===== src/rtl/rate_sequencer_pkg.sv =====
// Shared constants and state type for the rate sequencer and its limit table.
// CLK_MAX_WIDTH mirrors the divider's limit width.
package rate_sequencer_pkg;

    localparam int unsigned CLK_MAX_WIDTH       = 16;
    localparam int unsigned DEFAULT_RESET_LIMIT = 50;

    typedef enum logic [1:0] {
        IDLE  = 2'd0,
        LOAD  = 2'd1,
        RUN   = 2'd2,
        STEP1 = 2'd3
    } seq_state_t;

endpackage


===== src/rtl/rate_sequencer_table.sv =====
// Divide-limit table: ENTRIES x WIDTH registers.
// Synchronous write, asynchronous read, synchronous active-low reset.
module rate_table
    import rate_sequencer_pkg::*;
#(
    parameter int unsigned WIDTH       = CLK_MAX_WIDTH,
    parameter int unsigned ENTRIES     = 4,
    parameter int unsigned IDX_W       = 2,
    parameter int unsigned RESET_LIMIT = DEFAULT_RESET_LIMIT
) (
    input  logic             clk,
    input  logic             rst,
    input  logic             wr_en,
    input  logic [IDX_W-1:0] wr_idx,
    input  logic [WIDTH-1:0] wr_data,
    input  logic [IDX_W-1:0] rd_idx,
    output logic [WIDTH-1:0] rd_data
);

    logic [WIDTH-1:0] mem [ENTRIES];

    always_ff @(posedge clk) begin
        if (!rst) begin
            for (int unsigned i = 0; i < ENTRIES; i++) begin
                mem[i] <= WIDTH'(RESET_LIMIT);
            end
        end else if (wr_en) begin
            mem[wr_idx] <= wr_data;
        end
    end

    // Same-cycle write and read of one entry returns the old contents.
    assign rd_data = mem[rd_idx];

endmodule


===== src/rtl/rate_sequencer.sv =====
// Steps the clock divider through a table of limits, dwelling on each entry
// for a programmed number of divider output rising edges.
module rate_sequencer
    import rate_sequencer_pkg::*;
#(
    parameter int unsigned WIDTH       = CLK_MAX_WIDTH,
    parameter int unsigned ENTRIES     = 4,
    parameter int unsigned IDX_W       = 2,
    parameter int unsigned DWELL_W     = 16,
    parameter int unsigned RESET_LIMIT = DEFAULT_RESET_LIMIT
) (
    input  logic               clk,
    input  logic               rst,
    input  logic               start,
    input  logic               stop,
    input  logic               step,
    input  logic               wr_en,
    input  logic [IDX_W-1:0]   wr_idx,
    input  logic [WIDTH-1:0]   wr_limit,
    input  logic [DWELL_W-1:0] dwell,
    input  logic               div_clk,
    output logic [WIDTH-1:0]   limit,
    output logic               limit_ld,
    output logic [IDX_W-1:0]   idx,
    output logic               busy,
    output logic               err
);

    seq_state_t         state, state_n;
    logic [IDX_W-1:0]   idx_n;
    logic [WIDTH-1:0]   limit_n;
    logic               ld_n;
    logic [DWELL_W-1:0] dwell_cnt, dwell_cnt_n;
    logic [IDX_W:0]     skip_cnt, skip_n;
    logic               err_n;
    logic               ret, ret_n;
    logic               div_clk_q;
    logic               div_rise;
    logic [WIDTH-1:0]   entry;
    logic [DWELL_W-1:0] dwell_last;

    rate_table #(
        .WIDTH      (WIDTH),
        .ENTRIES    (ENTRIES),
        .IDX_W      (IDX_W),
        .RESET_LIMIT(RESET_LIMIT)
    ) u_table (
        .clk    (clk),
        .rst    (rst),
        .wr_en  (wr_en),
        .wr_idx (wr_idx),
        .wr_data(wr_limit),
        .rd_idx (idx),
        .rd_data(entry)
    );

    assign div_rise   = div_clk & ~div_clk_q;
    assign dwell_last = (dwell == '0) ? '0 : dwell - DWELL_W'(1);
    assign busy       = (state == LOAD) || (state == RUN);

    always_comb begin
        state_n     = state;
        idx_n       = idx;
        limit_n     = limit;
        ld_n        = 1'b0;
        dwell_cnt_n = dwell_cnt;
        skip_n      = skip_cnt;
        err_n       = err;
        ret_n       = ret;
        case (state)
            IDLE: begin
                if (start && !stop) begin
                    state_n = LOAD;
                    err_n   = 1'b0;
                    skip_n  = '0;
                end else if (step && !start) begin
                    state_n = STEP1;
                end
            end
            LOAD: begin
                if (stop) begin
                    state_n     = IDLE;
                    dwell_cnt_n = '0;
                    skip_n      = '0;
                    ret_n       = 1'b0;
                end else if (entry != '0) begin
                    limit_n     = entry;
                    ld_n        = 1'b1;
                    dwell_cnt_n = '0;
                    skip_n      = '0;
                    ret_n       = 1'b0;
                    state_n     = ret ? IDLE : RUN;
                end else begin
                    // Zero entries are skipped; a full lap of them is an error.
                    idx_n = idx + IDX_W'(1);
                    if (skip_cnt == (IDX_W+1)'(ENTRIES - 1)) begin
                        err_n   = 1'b1;
                        skip_n  = '0;
                        ret_n   = 1'b0;
                        state_n = IDLE;
                    end else begin
                        skip_n = skip_cnt + (IDX_W+1)'(1);
                    end
                end
            end
            RUN: begin
                if (stop) begin
                    state_n     = IDLE;
                    dwell_cnt_n = '0;
                end else if (div_rise) begin
                    // >= so a dwell lowered below the count advances on the next edge.
                    if (dwell_cnt >= dwell_last) begin
                        idx_n       = idx + IDX_W'(1);
                        dwell_cnt_n = '0;
                        state_n     = LOAD;
                    end else begin
                        dwell_cnt_n = dwell_cnt + DWELL_W'(1);
                    end
                end
            end
            STEP1: begin
                if (stop) begin
                    state_n     = IDLE;
                    dwell_cnt_n = '0;
                end else begin
                    idx_n   = idx + IDX_W'(1);
                    ret_n   = 1'b1;
                    state_n = LOAD;
                end
            end
            default: state_n = IDLE;
        endcase
    end

    always_ff @(posedge clk) begin
        if (!rst) begin
            state     <= IDLE;
            idx       <= '0;
            limit     <= WIDTH'(RESET_LIMIT);
            limit_ld  <= 1'b0;
            dwell_cnt <= '0;
            skip_cnt  <= '0;
            err       <= 1'b0;
            ret       <= 1'b0;
            div_clk_q <= 1'b0;
        end else begin
            state     <= state_n;
            idx       <= idx_n;
            limit     <= limit_n;
            limit_ld  <= ld_n;
            dwell_cnt <= dwell_cnt_n;
            skip_cnt  <= skip_n;
            err       <= err_n;
            ret       <= ret_n;
            div_clk_q <= div_clk;
        end
    end

endmodule


===== config.mk =====
export PLATFORM = sky130hd
export DESIGN_NAME = rate_sequencer
export DESIGN_NICKNAME = d
export VERILOG_FILES = /design/src/rtl/rate_sequencer_pkg.sv /design/src/rtl/rate_sequencer_table.sv /design/src/rtl/rate_sequencer.sv
export SDC_FILE = /design/constraint.sdc
export NUM_CORES = 1
export LEC_CHECK = 0
export ABC_CLOCK_PERIOD_IN_PS = 5400
export CAP_MARGIN = 0
export CELL_PAD_IN_SITES_DETAIL_PLACEMENT = 1
export CELL_PAD_IN_SITES_GLOBAL_PLACEMENT = 2
export CORE_ASPECT_RATIO = 1.25
export CORE_MARGIN = 2
export CORE_UTILIZATION = 38
export DETAILED_ROUTE_END_ITERATION = 6
export PLACE_DENSITY = 0.78
export SETUP_SLACK_MARGIN = 0.02
export SYNTH_ARGS = -nofsm -noshare
export SYNTH_HDL_FRONTEND = slang
export SYNTH_SLANG_ARGS = --single-unit

===== constraint.sdc =====
create_clock -name clk -period 5.4 [get_ports clk]
set_clock_uncertainty 0.05 [all_clocks]
set_input_delay 1.08 -clock clk [delete_from_list [all_inputs] [get_ports clk]]
set_output_delay 1.08 -clock clk [all_outputs]
set_load 0.005 [all_outputs]

* Word-level counts from Yosys, hierarchy flattened
Memories as Yosys holds them, arrays and structs flattened. A register that Yosys moved wholly into a read port is not among the register bits.
Cells that the tools add are included.
** Storage, ports and cells
- Bits in registers :: 43
- Bits in writable memories :: 64
- Input bits :: 41
- Logic and storage cells :: 109
- Memories kept :: 1
** Operators by class
- $add $sub $neg :: 4
- Order comparisons :: 1
- Equality and inequality tests :: 18
- Muxes and demuxes :: 51
- Bitwise operators :: 5
- Reductions and logical operators :: 20
** Memories
- u_table.mem :: words 4, bits a word 16, read ports 1, clocked after Yosys merged registers in 1, wr ports 4, line rate_sequencer_table.sv:20 : logic [WIDTH-1:0] mem [ENTRIES];
** Operators with widths (number)
- 16-bit 2-to-1 mux :: 8
- 16-bit one-hot mux with 3 select lines :: 1
- 2-bit 2-to-1 mux :: 18
- 16-bit by 1-bit adder with 16-bit output (second input constant) :: 1
- 16-bit >= comparator :: 1
- 16-bit zero test :: 1
- 16-bit nonzero test :: 1
- 16-bit OR reduction :: 1
- 16-bit by 1-bit subtractor with 16-bit output (second input constant) :: 1
- 1-bit 2-to-1 mux :: 15
- 2-bit inequality test (second input constant) :: 7
- 3-bit 2-to-1 mux :: 4
- 2-bit one-hot mux with 4 select lines :: 1
- 4-bit AND reduction :: 2
- 7-bit AND reduction :: 1
- 3-bit by 2-bit inequality test with 1-bit output (second input constant) :: 2
- 3-bit inequality test (second input constant) :: 2
- 2-bit one-hot mux with 3 select lines :: 1
- 3-bit one-hot mux with 2 select lines :: 1
- 3-bit AND reduction :: 2
- 5-bit AND reduction :: 1
- 2-bit equality test (second input constant) :: 2
- 2-bit by 1-bit inequality test with 1-bit output (second input constant) :: 2
- 4-bit by 2-bit inequality test with 1-bit output (second input constant) :: 1
- 15 further kinds :: 22

* Longest topological paths before layout
- Word-level depth :: 9
- Mapped depth :: 14

* Cells and area by module
Synthesis repeated with hierarchy kept, for this count alone.
** Unflattened totals
- Cells, all modules :: 503
- Area total of the unflattened synthesis :: 5642.9 µm²
** Modules (own cells, without submodules)
- rate_table :: times used 1, cells an instance 167, area an instance 2862.7 µm²
- rate_sequencer :: times used 1, cells an instance 336, area an instance 2780.2 µm²

* Least setup slack after synthesis
No wires, ideal clock.
- Path kind :: input port to flip-flop
- Start point :: input port dwell[5]
- End point :: register dwell_cnt[10]
- Setup time :: 0.061 ns
- Arrival time :: 4.694 ns
- Setup slack :: 0.595 ns
- Cell stages on the path :: 14
- Path buffers :: 2
- Cells stage by stage :: or4_1 > nor4_1 > nor2b_1 > nand4b_1 > clkbuf_1 > nand2_1 > ha_1 > a21o_1 > a221o_1 > a2111oi_0 > o21a_1 > and2_4 > buf_6 > a32o_1
** On the way
- Longest elaborated chain between the ends :: 7
- Elaborated cells between the ends (all ways) :: 8
- Classes of those cells :: 1 x add/sub; 1 x order compare; 5 x mux; 1 x reduce/logical
** RTL lines
- start: declaration :: line rate_sequencer.sv:20 : input logic [DWELL_W-1:0] dwell,
- 16-bit by 1-bit subtractor with 16-bit output / 16-bit zero test (equally long branches) :: line rate_sequencer.sv:58 : assign dwell_last = (dwell == '0) ? '0 : dwell - DWELL_W'(1);
- 16-bit 2-to-1 mux * :: line rate_sequencer.sv:58
- 16-bit >= comparator * :: line rate_sequencer.sv:112 : if (dwell_cnt >= dwell_last) begin
- 16-bit 2-to-1 mux * :: line rate_sequencer.sv:112
- 16-bit 2-to-1 mux * :: line rate_sequencer.sv:110 : end else if (div_rise) begin
- 16-bit 2-to-1 mux * :: line rate_sequencer.sv:107 : if (stop) begin
- 16-bit one-hot mux with 3 select lines * :: line rate_sequencer.sv:70 : case (state)
- end signal: assignment :: line rate_sequencer.sv:151 : dwell_cnt <= dwell_cnt_n;
- end: declaration :: line rate_sequencer.sv:33 : logic [DWELL_W-1:0] dwell_cnt, dwell_cnt_n;
Every way passes the cells marked *; elsewhere a longest branch is shown, timed or not. The select of a mux whose other input is x is not followed.
A chain may end at the register's enable or synchronous reset.

* Worst setup path after layout
- Start point :: input port dwell[3]
- End point :: register state[1]
** On the way
- Longest elaborated chain between the ends :: 5
- Elaborated cells between the ends (all ways) :: 6
- Classes of those cells :: 1 x add/sub; 1 x order compare; 1 x eq/ne; 1 x mux; 2 x reduce/logical
** RTL lines
- 16-bit by 1-bit subtractor with 16-bit output / 16-bit zero test (equally long branches) :: line rate_sequencer.sv:58
- 16-bit 2-to-1 mux * :: line rate_sequencer.sv:58
- 16-bit >= comparator * :: line rate_sequencer.sv:112
- 3-bit by 2-bit inequality test with 1-bit output (no source line) *
- 4-bit AND reduction (no source line) *
- end signal: assignment :: line rate_sequencer.sv:147 : state <= state_n;
- end: declaration :: line rate_sequencer.sv:29 : seq_state_t state, state_n;
Every way passes the cells marked *; elsewhere a longest branch is shown, timed or not.

==> flow_summary.ini <==
[timing]
slew-limit-headroom = 0.3500
holdWs_ns = 0.4161
layout_min_cycle_time_ns = 4.964
fmax_ghz = 0.2014
min_period_over_period = 0.9193
worst_pin_slew_ns = 0.9750
slew_viol_final = 0
rsz0062_at_grt = false
setup_viol = 0
fin_tns_setup_ns = 0
hold_violations = 0

[synth]
async_reset_ff_frac = 0
yosysTopAreaCell = edfxtp_1
synth_warnings = 0
yosysUniqueCellTypes = 63
netlist_area_um2 = 5702
synth_edf_count = 64
ys_seq_area_frac = 0.4951
synth_fp_nets = 567
synth_flop_cell = edfxtp_1
synth.top_cell.area_share = 0.3371
netlist_instances = 501
ys_seq_elements = 109
synthTopCellsByArea = edfxtp_1 34%, dfxtp_1 16%, ha_1 5.5%
syn_area_per_cell_um2 = 11.38

[placement]
place_congestion = 0.7707
dpl.cell_count = 735
placed_area_um2 = 6499
post-dp-hpwl_mm = 10.24
io_buffers = 61

[floorplan]
die_h_um = 141.0
fp.dieW_um = 113.6
io_pins = 62
start_util = 0.3846
core_region_area_um2 = 14830
rows = 50
dieArea_um2 = 16010

[outcome]
status = finished clean

[power]
seqPwrFrac = 0.442
clockPowerShare = 0.287
comb_power_share = 0.271
power_leakage_nw = 2.625
vdd_drop_max_mv = 0.1747
power.internal_mw = 1.639
powerDensity_nw_per_um2 = 339.7
power.share.switching = 0.2903
power.total_mw = 2.310
p_switching_uw = 670.7

[clock_network]
clock_latency_ns = 0.34
path_clk_slew_ns = 0.07
htree_levels = 3
numClockSinks = 109
ctsLongestPathBuffers = 2
cts_tree = built
cts_resized = 0
numCtsBuffers = 9
cts-root-buf = clkbuf_16
post_cts_buffers = 0
holdBufCountCts = 0

[grt]
grt_max_degree = 46
grt_usage = 0.1848
gr-total-overflow = 0
antenna_found_initial = 0
grt_pass1_wl_mm = 23.04
grt_pass1_vias = 4414

[setup_path]
crit_fanout = 8
arrival_ns = 5.18
worst-setup-path-type = in -> reg
path_cells = clkdlybuf4s50_1 > or4_1 > nor4_1 > buf_4 > nor2b_1 > nand4b_1 > and2_1 > ha_1 > nand2b_1 > a2111o_1 > a211oi_1 > buf_4 > a2bb2oi_1 > a21bo_2 > mux2i_1
cp-start-kind = input port
cpMostUsedCell = buf_4
crit_buf_inv = 3
cp-end-kind = flop
cp_data_required_time_ns = 5.62
cpMaxStageDelayCell = or4_1
max_stage_delay_ns = 0.59
crit_family = simple AND/OR/NAND/NOR gates

[route]
num_vias = 4095
drcViolationCount = 0
via_per_inst = 5.453
drt-initial-drc-count = 128
routed_wl_mm = 14.04
antenna_left = 0
dr.pass1.iters = 5
post_drt_wl_per_cell_um = 18.69

[cells_and_area]
finalNonFillerCells = 751
design_area_um2 = 6800
n_antenna_cell = 0
final_nets = 630
fillers = 1600
drive_gt1_frac = 0.08612
synthToLayoutAreaGrowth_pct = 19.27

[hold_path]
hp-class = reg -> reg

[run]
cap_violations = 0
metal layers:
layer / up-vias / part of all wire / track usage
met5: - / 0 / 0
met4: 0 / 0.011 / 0.04429
met3: 13 / 0.025 / 0.02752
met2: 65 / 0.54 / 0.3505
met1: 2034 / 0.42 / 0.2173
li1: 1983 / - / -
cells in the mapped netlist, drive strengths merged, types with 3 or more instances:
library cell	count
edfxtp	64
dfxtp	45
nand2	45
and2	44
ha	25
nor2	25
nand2b	21
mux2i	20
and3	18
mux4	16
a21oi	14
clkbuf	12
inv	12
nor3	12
o21ai	12
buf	11
nand3	10
nor4	9
a21boi	8
a32o	7
nor3b	7
xor2	7
o2bb2ai	6
nand4	5
xnor2	5
or2	4
or4	4
and4	3
nand3b	3
nor2b	3
worst min-delay path, stage by stage (launching register included):
cell and delay [ns]:
dfxtp_1 0.32, nand2_1 0.06, a21oi_1 0.05
state kept, by name, summed over array words and instances, names as in the netlist, named ones only:
name	count
ret	1
idx	2
limit_ld	1
state	2
u_table.mem	64
limit	16
skip_cnt	3
err	1
dwell_cnt	16
div_clk_q	1
worst paths after layout:
check	end	slack, ns	depth (start not counted)	start
setup / recovery	state[1]	0.44	15	dwell[3]
hold / removal	skip_cnt[1]	0.42	2	skip_cnt[1]
setup reg to reg	dwell_cnt[3]	1.96	7	flop
hold reg to reg	skip_cnt[1]	0.42	2	skip_cnt[1]
stage by stage:
stage	worst slack, ns	util
floorplan	0.5950	-
global placement	0.1294	0.4383
detailed placement	0.09976	0.4383
CTS	0.4213	0.4587
global route	0.03871	0.4587
finish	0.4360	0.4587
final cells by class:
class                           count  area (um2)  share of cell area
Sequential cell                   109        2823              0.4151
Multi-Input combinational cell    357        2688              0.3952
Timing Repair Buffer               75       715.7              0.1052
Clock buffer                       10       239.0             0.03514
Tap cell                          182       227.7             0.03349
Clock inverter                      6       62.56            0.009200
Inverter                           12       45.04            0.006624
power groups by stage:
| stage | Clock, mW | Sequential [mW] | Combinational [mW] |
|---|---|---|---|
| after floorplan | 0 | 1.00 | 0.461 |
| final | 0.664 | 1.02 | 0.626 |
| after CTS | 0.674 | 1.02 | 0.637 |
| after global routing | 0.713 | 1.03 | 0.690 |
| after detailed placement | 0 | 1.04 | 0.632 |
| after global placement | 0 | 1.04 | 0.622 |
logic make-up (layout without fill, tap and decap cells):
| group | Yosys count | count (layout) | share of synthesized area |
|---|---|---|---|
| adder cells (fa/ha/maj) | 25 | 25 | 0.05486 |
| AND/OR/NAND/NOR | 217 | 217 | 0.2085 |
| multiplexers | 37 | 37 | 0.1042 |
| flip-flops | 109 | 109 | 0.4951 |
| AO/OA/AOI/OAI | 66 | 66 | 0.08537 |
| buffers and inverters | 35 | 103 | 0.03357 |
| XOR/XNOR | 12 | 12 | 0.01843 |
cell usage in the layout (no fill, tap or decap), drive strengths merged, types with 4 or more instances in the layout:
master	instances
clkbuf	10
xnor2	5
nor4	9
or2	4
dfxtp	45
xor2	7
nand3	10
nand4	5
nor3	12
buf	14
ha	25
o21ai	12
edfxtp	64
mux4	16
and2	44
a21boi	8
clkdlybuf4s50	61
and3	18
nor3b	7
a32o	7
inv	12
o2bb2ai	6
a21oi	14
or4	4
mux2i	20
nand2b	21
nor2	25
nand2	45
Note: power is estimated with default switching activity, not from simulation.
